==> src/rtl/tjmono2_rx_merger_if.sv <==
// tjmono2_rx_merger_if: bus, lane and readout signals of the rx merger
//  BUS_*     basil 8-bit register bus (address, write/read data, strobes)
//  CH_*      lane FWFT FIFOs: empty flags, head words, pop strobes
//  FIFO_*    readout FIFO view of the merged stream, CUR_CH granted lane
//  master drives the bus and lanes, slave is the merger itself
interface tjmono2_rx_merger_if #(
    parameter int NUM_CH = 4,
    parameter int ABUSWIDTH = 32
);
    logic [ABUSWIDTH-1:0] BUS_ADD;
    logic [7:0] BUS_DATA_IN;
    logic [7:0] BUS_DATA_OUT;
    logic BUS_WR;
    logic BUS_RD;
    logic [NUM_CH-1:0] CH_EMPTY;
    logic [28*NUM_CH-1:0] CH_DATA;
    logic [NUM_CH-1:0] CH_READ;
    logic FIFO_READ;
    logic FIFO_EMPTY;
    logic [31:0] FIFO_DATA;
    logic [2:0] CUR_CH;
    modport master (
        output BUS_ADD, BUS_DATA_IN, BUS_WR, BUS_RD, CH_EMPTY, CH_DATA, FIFO_READ,
        input BUS_DATA_OUT, CH_READ, FIFO_EMPTY, FIFO_DATA, CUR_CH
    );
    modport slave (
        input BUS_ADD, BUS_DATA_IN, BUS_WR, BUS_RD, CH_EMPTY, CH_DATA, FIFO_READ,
        output BUS_DATA_OUT, CH_READ, FIFO_EMPTY, FIFO_DATA, CUR_CH
    );
endinterface

==> src/rtl/tjmono2_rx_merger.sv <==
// tjmono2_rx_merger: round-robin merge of NUM_CH tjmono2 lanes into one tagged 32-bit stream
//  BUS_CLK    single clock for bus, arbiter and datapath
//  BUS_RST_N  synchronous reset, active low (a bus write to address 0 resets as well)
//  bus        slave view of tjmono2_rx_merger_if: register bus, lane FIFOs, readout register
module tjmono2_rx_merger #(
    parameter int NUM_CH = 4,
    parameter int DATA_IDENTIFIER = 0,
    parameter int ABUSWIDTH = 32
) (
    input logic BUS_CLK,
    input logic BUS_RST_N,
    tjmono2_rx_merger_if.slave bus
);
    localparam logic [0:0] IDLE = 1'b0;
    localparam logic [0:0] XFER = 1'b1;
    localparam logic [7:0] VERSION = 8'd1;
    localparam logic [7:0] EN_MASK = 8'((1 << NUM_CH) - 1);

    logic [0:0] state;
    logic [7:0] en, burst, burst_cnt, burst_eff, ch_empty, rd_mux;
    logic [2:0] cur_ch, next_ch, start, idx;
    logic [3:0] tag;
    logic fresh, found, pop, done, soft_rst, rst, cnt_clr, fifo_empty;
    logic [31:0] fifo_data;
    logic [27:0] ch_word [8];
    logic [15:0] cnt [NUM_CH];
    logic [7:0] hi_buf [NUM_CH];

    assign soft_rst = bus.BUS_WR && bus.BUS_ADD == '0;
    assign rst = !BUS_RST_N || soft_rst;
    assign cnt_clr = bus.BUS_WR && bus.BUS_ADD == ABUSWIDTH'(3);
    assign burst_eff = burst == 8'd0 ? 8'd1 : burst;
    assign tag = 4'(DATA_IDENTIFIER + int'(cur_ch));

    // lanes beyond NUM_CH look permanently empty so 3-bit lane indices stay in range
    always_comb begin
        ch_empty = '1;
        for (int i = 0; i < 8; i++) ch_word[i] = '0;
        for (int i = 0; i < NUM_CH; i++) begin
            ch_empty[i] = bus.CH_EMPTY[i];
            ch_word[i] = bus.CH_DATA[28*i +: 28];
        end
    end

    // round-robin search; the first grant after reset starts at lane 0
    assign start = (fresh || int'(cur_ch) == NUM_CH - 1) ? 3'd0 : cur_ch + 3'd1;

    // scanning downwards lets the lane closest to start win
    always_comb begin
        found = 1'b0;
        next_ch = cur_ch;
        idx = '0;
        for (int k = NUM_CH - 1; k >= 0; k--) begin
            idx = 3'((int'(start) + k) % NUM_CH);
            if (en[idx] && !ch_empty[idx]) begin
                found = 1'b1;
                next_ch = idx;
            end
        end
    end

    assign pop = state == XFER && en[cur_ch] && !ch_empty[cur_ch] && (fifo_empty || bus.FIFO_READ);
    assign done = (pop && ({1'b0, burst_cnt} + 9'd1) >= {1'b0, burst_eff}) || ch_empty[cur_ch] || !en[cur_ch];

    always_comb begin
        for (int i = 0; i < NUM_CH; i++) bus.CH_READ[i] = pop && cur_ch == 3'(i);
    end

    always_ff @(posedge BUS_CLK) begin
        if (rst) begin
            state <= IDLE;
            cur_ch <= '0;
            fresh <= 1'b1;
            burst_cnt <= '0;
            fifo_empty <= 1'b1;
            fifo_data <= '0;
            en <= '0;
            burst <= 8'h10;
        end else begin
            if (bus.BUS_WR && bus.BUS_ADD == ABUSWIDTH'(1)) en <= bus.BUS_DATA_IN & EN_MASK;
            if (bus.BUS_WR && bus.BUS_ADD == ABUSWIDTH'(2)) burst <= bus.BUS_DATA_IN;
            if (pop) begin
                fifo_data <= {tag, ch_word[cur_ch]};
                fifo_empty <= 1'b0;
            end else if (bus.FIFO_READ) begin
                fifo_empty <= 1'b1;
            end
            if (state == IDLE) begin
                if (found) begin
                    state <= XFER;
                    cur_ch <= next_ch;
                    burst_cnt <= '0;
                    fresh <= 1'b0;
                end
            end else begin
                if (pop) burst_cnt <= burst_cnt + 8'd1;
                if (done) state <= IDLE;
            end
        end
    end

    // a clear write wins over a coinciding pop
    always_ff @(posedge BUS_CLK) begin
        for (int i = 0; i < NUM_CH; i++) begin
            if (rst || cnt_clr) cnt[i] <= '0;
            else if (bus.CH_READ[i] && cnt[i] != 16'hFFFF) cnt[i] <= cnt[i] + 16'd1;
            if (rst) hi_buf[i] <= '0;
            else if (bus.BUS_RD && bus.BUS_ADD == ABUSWIDTH'(4 + 2 * i)) hi_buf[i] <= cnt[i][15:8];
        end
    end

    always_comb begin
        rd_mux = '0;
        if (bus.BUS_ADD == '0) rd_mux = VERSION;
        if (bus.BUS_ADD == ABUSWIDTH'(1)) rd_mux = en;
        if (bus.BUS_ADD == ABUSWIDTH'(2)) rd_mux = burst;
        if (bus.BUS_ADD == ABUSWIDTH'(3)) rd_mux = {fifo_empty, state == XFER, 3'b000, cur_ch};
        for (int i = 0; i < NUM_CH; i++) begin
            if (bus.BUS_ADD == ABUSWIDTH'(4 + 2 * i)) rd_mux = cnt[i][7:0];
            if (bus.BUS_ADD == ABUSWIDTH'(5 + 2 * i)) rd_mux = hi_buf[i];
        end
    end

    always_ff @(posedge BUS_CLK) begin
        if (!BUS_RST_N) bus.BUS_DATA_OUT <= '0;
        else if (bus.BUS_RD) bus.BUS_DATA_OUT <= rd_mux;
    end

    assign bus.FIFO_EMPTY = fifo_empty;
    assign bus.FIFO_DATA = fifo_data;
    assign bus.CUR_CH = cur_ch;
endmodule
==> src/flat_wrapper.sv <==
// flat-port wrapper written by rule: the top's interface ports become plain ports
module tjmono2_rx_merger_flat 
#(
    parameter int NUM_CH = 4,
    parameter int DATA_IDENTIFIER = 0,
    parameter int ABUSWIDTH = 32
)
  (BUS_CLK, BUS_RST_N, bus_BUS_ADD, bus_BUS_DATA_IN, bus_BUS_WR, bus_BUS_RD, bus_CH_EMPTY, bus_CH_DATA, bus_FIFO_READ, bus_BUS_DATA_OUT, bus_CH_READ, bus_FIFO_EMPTY, bus_FIFO_DATA, bus_CUR_CH);
  tjmono2_rx_merger_if #(.NUM_CH(NUM_CH), .ABUSWIDTH(ABUSWIDTH)) bus_i ();
  input logic BUS_CLK;
  input logic BUS_RST_N;
  input wire logic [$bits(bus_i.BUS_ADD)-1:0] bus_BUS_ADD;
  input wire logic [$bits(bus_i.BUS_DATA_IN)-1:0] bus_BUS_DATA_IN;
  input wire logic [$bits(bus_i.BUS_WR)-1:0] bus_BUS_WR;
  input wire logic [$bits(bus_i.BUS_RD)-1:0] bus_BUS_RD;
  input wire logic [$bits(bus_i.CH_EMPTY)-1:0] bus_CH_EMPTY;
  input wire logic [$bits(bus_i.CH_DATA)-1:0] bus_CH_DATA;
  input wire logic [$bits(bus_i.FIFO_READ)-1:0] bus_FIFO_READ;
  output wire logic [$bits(bus_i.BUS_DATA_OUT)-1:0] bus_BUS_DATA_OUT;
  output wire logic [$bits(bus_i.CH_READ)-1:0] bus_CH_READ;
  output wire logic [$bits(bus_i.FIFO_EMPTY)-1:0] bus_FIFO_EMPTY;
  output wire logic [$bits(bus_i.FIFO_DATA)-1:0] bus_FIFO_DATA;
  output wire logic [$bits(bus_i.CUR_CH)-1:0] bus_CUR_CH;
  assign bus_i.BUS_ADD = bus_BUS_ADD;
  assign bus_i.BUS_DATA_IN = bus_BUS_DATA_IN;
  assign bus_i.BUS_WR = bus_BUS_WR;
  assign bus_i.BUS_RD = bus_BUS_RD;
  assign bus_i.CH_EMPTY = bus_CH_EMPTY;
  assign bus_i.CH_DATA = bus_CH_DATA;
  assign bus_i.FIFO_READ = bus_FIFO_READ;
  assign bus_BUS_DATA_OUT = bus_i.BUS_DATA_OUT;
  assign bus_CH_READ = bus_i.CH_READ;
  assign bus_FIFO_EMPTY = bus_i.FIFO_EMPTY;
  assign bus_FIFO_DATA = bus_i.FIFO_DATA;
  assign bus_CUR_CH = bus_i.CUR_CH;
  tjmono2_rx_merger #(.NUM_CH(NUM_CH), .DATA_IDENTIFIER(DATA_IDENTIFIER), .ABUSWIDTH(ABUSWIDTH)) u_core (.BUS_CLK(BUS_CLK), .BUS_RST_N(BUS_RST_N), .bus(bus_i));
endmodule
==> config.mk <==
export PLATFORM = sky130hd
export DESIGN_NAME = tjmono2_rx_merger_flat
export DESIGN_NICKNAME = d
export VERILOG_FILES = /design/src/rtl/tjmono2_rx_merger_if.sv /design/src/rtl/tjmono2_rx_merger.sv /design/src/flat_wrapper.sv
export SDC_FILE = /design/constraint.sdc
export NUM_CORES = 1
export LEC_CHECK = 0
export ABC_CLOCK_PERIOD_IN_PS = 10150
export CELL_PAD_IN_SITES_DETAIL_PLACEMENT = 1
export CELL_PAD_IN_SITES_GLOBAL_PLACEMENT = 2
export CORE_MARGIN = 2
export CORE_UTILIZATION = 35
export CTS_BUF_LIST = sky130_fd_sc_hd__clkbuf_2
export CTS_CLUSTER_DIAMETER = 150
export DETAILED_ROUTE_END_ITERATION = 12
export GPL_TIMING_DRIVEN = 0
export PLACE_DENSITY_LB_ADDON = 0.1
export SLEW_MARGIN = 30
export SYNTH_ARGS = -nofsm -noshare
export SYNTH_HDL_FRONTEND = slang
export SYNTH_SLANG_ARGS = --single-unit
==> constraint.sdc <==
create_clock -name BUS_CLK -period 10.15 [get_ports BUS_CLK]
set_input_delay 3.045 -clock BUS_CLK [delete_from_list [all_inputs] [get_ports BUS_CLK]]
set_output_delay 3.045 -clock BUS_CLK [all_outputs]
set_load 0.01 [all_outputs]
==> flow_summary.rst <==
.. list-table::
   :header-rows: 1

   * - Metric
     - Value
   * - Post-route standard cell area excluding fillers
     - 11900 sq um
   * - Reg2reg start
     - u_core.bus.CUR_CH[0]
   * - CTS Hold Buffers Added
     - 0
   * - Worst clock skew
     - 0.0508 ns
   * - Last weighted congestion value of the routability-driven placer
     - 0.828
   * - Placement-stage cell area
     - roughly 12000 sq um
   * - Tightest Hold Check Type
     - register to register
   * - Crit path time final
     - between 8 and 9 ns
   * - Largest family of logic cells by synthesized area
     - simple AND/OR/NAND/NOR gates
   * - Total via count in the routed design
     - ~7700
   * - Library cell occupying the most area in the post-synthesis netlist
     - sky130_fd_sc_hd__edfxtp_1
   * - Share of synthesized area occupied by flip-flops and latches
     - 0.455
   * - First-pass GRT wire length
     - around 45000 um
   * - Largest incremental delay on the critical path
     - 0.53 ns
   * - I/O pins
     - about 210
   * - Worst path setup slack after routing
     - 1.32 ns
   * - Max Cap Violations
     - 0
   * - Count of input and output buffers
     - between 200 and 250
   * - Per-instance average area after synthesis
     - 10.1 sq um
   * - Critical Path RT
     - 7.11 ns
   * - Maximum number of pins on one net before global-route repair
     - 17
   * - # nets final
     - 1310
   * - Post-placement setup slack
     - 1.29 ns
   * - Cells along the critical path
     - clkdlybuf4s50_1 -> nand2b_1 -> clkbuf_2 -> mux4_2 -> nor2b_4 -> and2b_1 -> buf_6 -> buf_2 -> and2_1 -> clkdlybuf4s50_1
   * - R2r worst-path depth
     - 8
   * - Count of yosys warnings during synthesis
     - 0
   * - Total overflow reported by the global router
     - 0
   * - Routed WL per cell
     - about 20 um
   * - Buffer levels on the longest clock path
     - 2
   * - Number of cell rows
     - 59
   * - Remaining max-slew budget at the tightest pin
     - 0.368
   * - Peak supply drop
     - around 70 uV
   * - Total of endpoints with negative setup slack in the final report
     - 0
   * - Number of H-tree levels
     - 4
   * - Starting DRC count in detailed routing
     - 442
   * - WP data arrival
     - 5.78 ns
   * - Fraction of layout instances using a drive strength above 1
     - 0.106
   * - Power, Total
     - 1.21 mW
   * - Count of cell instances traversed by the critical path
     - 10
   * - Total standard cell area after synthesis
     - 9110 sq um
   * - Vertical die dimension
     - 165 um
   * - Share of the synthesized area in compound gates (AO/OA/AOI/OAI)
     - 0.0946
   * - Simple-Gate Fraction of Synth Area
     - 0.218
   * - Capture point of the critical path
     - bus_CH_READ[3]
   * - Antenna violations before repair
     - 1
   * - Dominant cells by area after synthesis
     - sky130_fd_sc_hd__edfxtp_1 32%, sky130_fd_sc_hd__dfxtp_1 14%, sky130_fd_sc_hd__mux4_2 7.9%, sky130_fd_sc_hd__nand2_1 4.4%, sky130_fd_sc_hd__nor2_1 3.9%
   * - Max-slew violations
     - 0
   * - Worst r2r dst
     - u_core.cnt[1][4]
   * - Final routed DRC violation total
     - 0
   * - Count leader, synth
     - sky130_fd_sc_hd__nand2_1
   * - Area used by multi-input combinational logic
     - 4660 sq um
   * - Total of fill cells in the finished design
     - 2953
   * - Starting density of the core
     - 0.353
   * - Int Power
     - 0.877 mW
   * - Total Neg Setup Slack
     - 0 ns
   * - Detailed-route vias per instance
     - around 5.2
   * - Part of the total power dissipated in sequential elements
     - 0.594
   * - Cell types with the highest counts after synthesis
     - 108 x sky130_fd_sc_hd__nand2_1, 96 x sky130_fd_sc_hd__edfxtp_1, 95 x sky130_fd_sc_hd__nor2_1
   * - Synth top area share
     - 0.316
   * - Number of failing hold endpoints at the final stage
     - 0
   * - Mux contribution to synthesized area
     - 0.112
   * - GRT Overall Usage
     - 0.216
   * - Run status
     - finished clean
   * - Sinks on the clock net
     - approximately 160
   * - Total CTS buffers
     - 17
   * - Clock latency at the later pin of the worst-skew pair
     - 0.76 ns
   * - Kind of cell with the highest combined delay on the critical path
     - buffers and inverters
   * - Sort of element at the start of the critical path
     - input port
   * - Register-to-register setup slack
     - 6.91 ns
   * - Root buffer cell
     - sky130_fd_sc_hd__clkbuf_2
   * - Power Dens Cells
     - 102 nW/um^2
   * - Slew of the pin with the lowest slew margin
     - 0.948 ns
   * - Fraction of the cycle the final worst path needs
     - 0.870
   * - Flip-flop and latch area
     - 4140 sq um
   * - Die Width
     - 165 um
   * - Dominant register cell in the synthesized netlist
     - sky130_fd_sc_hd__edfxtp_1
   * - Die Area
     - 27300 sq um
   * - Drt pass-1 iters
     - 4
   * - Post-DRT Antenna Nets
     - 0
   * - Combinational Power Share
     - 0.123
   * - Setup repair after global routing missed its margin
     - no
   * - Setup bufs post-CTS
     - 0
   * - Post-synthesis to final-layout area growth
     - 30.3%
   * - Slowest CP cell
     - sky130_fd_sc_hd__mux4_2
   * - Fraction of the core area covered by cells at the end of the flow
     - 0.459
   * - TritonCTS clock tree
     - built
   * - Buffers & Inverters on Critical Path
     - 5
   * - Core region area
     - 25800 sq um
   * - Share of total power in the clock network
     - 0.283
   * - Post-synth EDFFs
     - 96
   * - DPL Wire Length
     - 22800 um
   * - Number of global-route vias before repair
     - 8083
   * - Critical path startpoint
     - bus_CH_EMPTY[2]
   * - Cells after synthesis
     - 904
   * - Total wire length after detailed routing
     - 29100 um
   * - Flops & latches, synth
     - between 150 and 200
   * - Most used cell, CP
     - sky130_fd_sc_hd__clkdlybuf4s50_1
   * - Cell variety after synth
     - 74
   * - Sw frac
     - 0.277
   * - Net switching power figure
     - 0.335 mW
   * - Biggest fanout along the worst timing path
     - 10
   * - Adder-cell share of the synthesized area
     - 0.0233
   * - Count of cells resized by post-cts repair
     - 0
   * - Kind of capture point of the worst setup path
     - output pin
   * - Clock slew at the register clock pins of the worst setup and hold paths
     - 0.23 ns
   * - Leakage power
     - 3.96 nW
   * - Fraction of registers with async set or reset after synthesis
     - 0
   * - Maximum clock frequency
     - about 110 MHz
   * - Parity-gate share of the synthesized area counting xor and xnor cells
     - 0.0586
   * - Crit Path Class
     - input port to output pin
## power groups by stage
| stage | combinational, mW | sequential, mW | clock, mW |
|---|---|---|---|
| floorplan | 0.0608 | 0.726 | 0 |
| global placement | 0.143 | 0.734 | 0 |
| detailed placement | 0.149 | 0.733 | 0 |
| CTS | 0.149 | 0.720 | 0.356 |
| global route | 0.160 | 0.723 | 0.375 |
| finish | 0.149 | 0.720 | 0.344 |
## how the worst min path moves through the flow
stage	start	endpoint	slack (ns)	cells after the start
floorplan	u_core.fresh	u_core.fresh	0.44	2
global placement	u_core.bus.FIFO_DATA[14]	u_core.bus.FIFO_DATA[14]	0.44	2
detailed placement	u_core.bus.FIFO_DATA[18]	u_core.bus.FIFO_DATA[18]	0.45	2
CTS	u_core.bus.FIFO_DATA[25]	u_core.bus.FIFO_DATA[25]	0.47	2
global route	u_core.bus.FIFO_DATA[1]	u_core.bus.FIFO_DATA[1]	0.50	2
finish	u_core.bus.FIFO_DATA[25]	u_core.bus.FIFO_DATA[25]	0.47	2
## metrics by stage
step | cells | hold WS (ns)
floorplan | 906 | 0.439
global placement | 1444 | 0.441
detailed placement | 1448 | 0.449
CTS | 1479 | 0.474
global route | 1480 | 0.497
finish | 1480 | 0.470
## area by class of cell
| cell class | count | share of cell area |
|---|---|---|
| clock buffer | 17 | 0.00717 |
| sequential | 159 | 0.349 |
| multi-input combinational | 674 | 0.392 |
| clock inverter | 14 | 0.0113 |
| tap | 335 | 0.0353 |
| antenna | 1 | 0.000211 |
| timing repair buffer | 207 | 0.175 |
| buffer | 48 | 0.0216 |
| inverter | 25 | 0.00791 |
## layer usage
layer  track usage  share of wire  up-vias
met1         0.296           0.46     3837
met4        0.0462          0.010        0
met3        0.0380          0.042       19
li1              -              -     3727
met2         0.357           0.48      149
met5             0              0        -
## layout by cell type, fill, tap and decap left out, types with 5 or more instances in the layout
master,n
sky130_fd_sc_hd__edfxtp_1,96
sky130_fd_sc_hd__ha_1,17
sky130_fd_sc_hd__nor2_4,16
sky130_fd_sc_hd__a21oi_1,63
sky130_fd_sc_hd__mux2i_1,25
sky130_fd_sc_hd__xnor2_1,23
sky130_fd_sc_hd__clkinvlp_4,5
sky130_fd_sc_hd__o22ai_1,6
sky130_fd_sc_hd__xor2_1,38
sky130_fd_sc_hd__o211ai_1,5
sky130_fd_sc_hd__nand2b_1,5
sky130_fd_sc_hd__nand3_1,40
sky130_fd_sc_hd__inv_6,5
sky130_fd_sc_hd__clkdlybuf4s50_1,203
sky130_fd_sc_hd__clkbuf_1,28
sky130_fd_sc_hd__and2_1,34
sky130_fd_sc_hd__and4_1,5
sky130_fd_sc_hd__mux4_2,32
sky130_fd_sc_hd__buf_6,7
sky130_fd_sc_hd__buf_2,6
sky130_fd_sc_hd__nor2b_1,5
sky130_fd_sc_hd__nand2_1,108
sky130_fd_sc_hd__nor4_1,13
sky130_fd_sc_hd__and3_1,14
sky130_fd_sc_hd__dfxtp_1,63
sky130_fd_sc_hd__nand4_1,17
sky130_fd_sc_hd__nor3_1,16
sky130_fd_sc_hd__clkbuf_2,19
sky130_fd_sc_hd__nor2_1,95
sky130_fd_sc_hd__inv_1,23
sky130_fd_sc_hd__o21ai_0,24
## kinds of logic (layout without fill, tap and decap cells)
kind of cell	count (synthesis)	in the layout
compound gates	141	141
xor+xnor	61	61
fa+ha+maj	17	17
buf+inv	73	311
flops	159	159
mux	61	61
other cells	1	4
simple gates	391	391
## tightest hold or removal path, delay by kind of cell, from the launching register on
| kind | cells | cell delay (ns) |
|---|---|---|
| compound gates | 1 | 0.05 |
| simple gates | 1 | 0.05 |
| flops | 1 | 0.36 |
## flip-flops by register name, indices dropped and copies added (netlist names)
| signal | count |
|---|---|
| u_core.bus.CUR_CH | 2 |
| u_core.bus.FIFO_DATA | 30 |
| u_core.en | 4 |
| u_core.state | 1 |
| u_core.bus.FIFO_EMPTY | 1 |
| u_core.bus.BUS_DATA_OUT | 8 |
| u_core.cnt | 64 |
| u_core.burst_cnt | 8 |
| u_core.fresh | 1 |
| u_core.hi_buf | 32 |
| u_core.burst | 8 |
No activity file was read; power rests on OpenSTA's default activity.
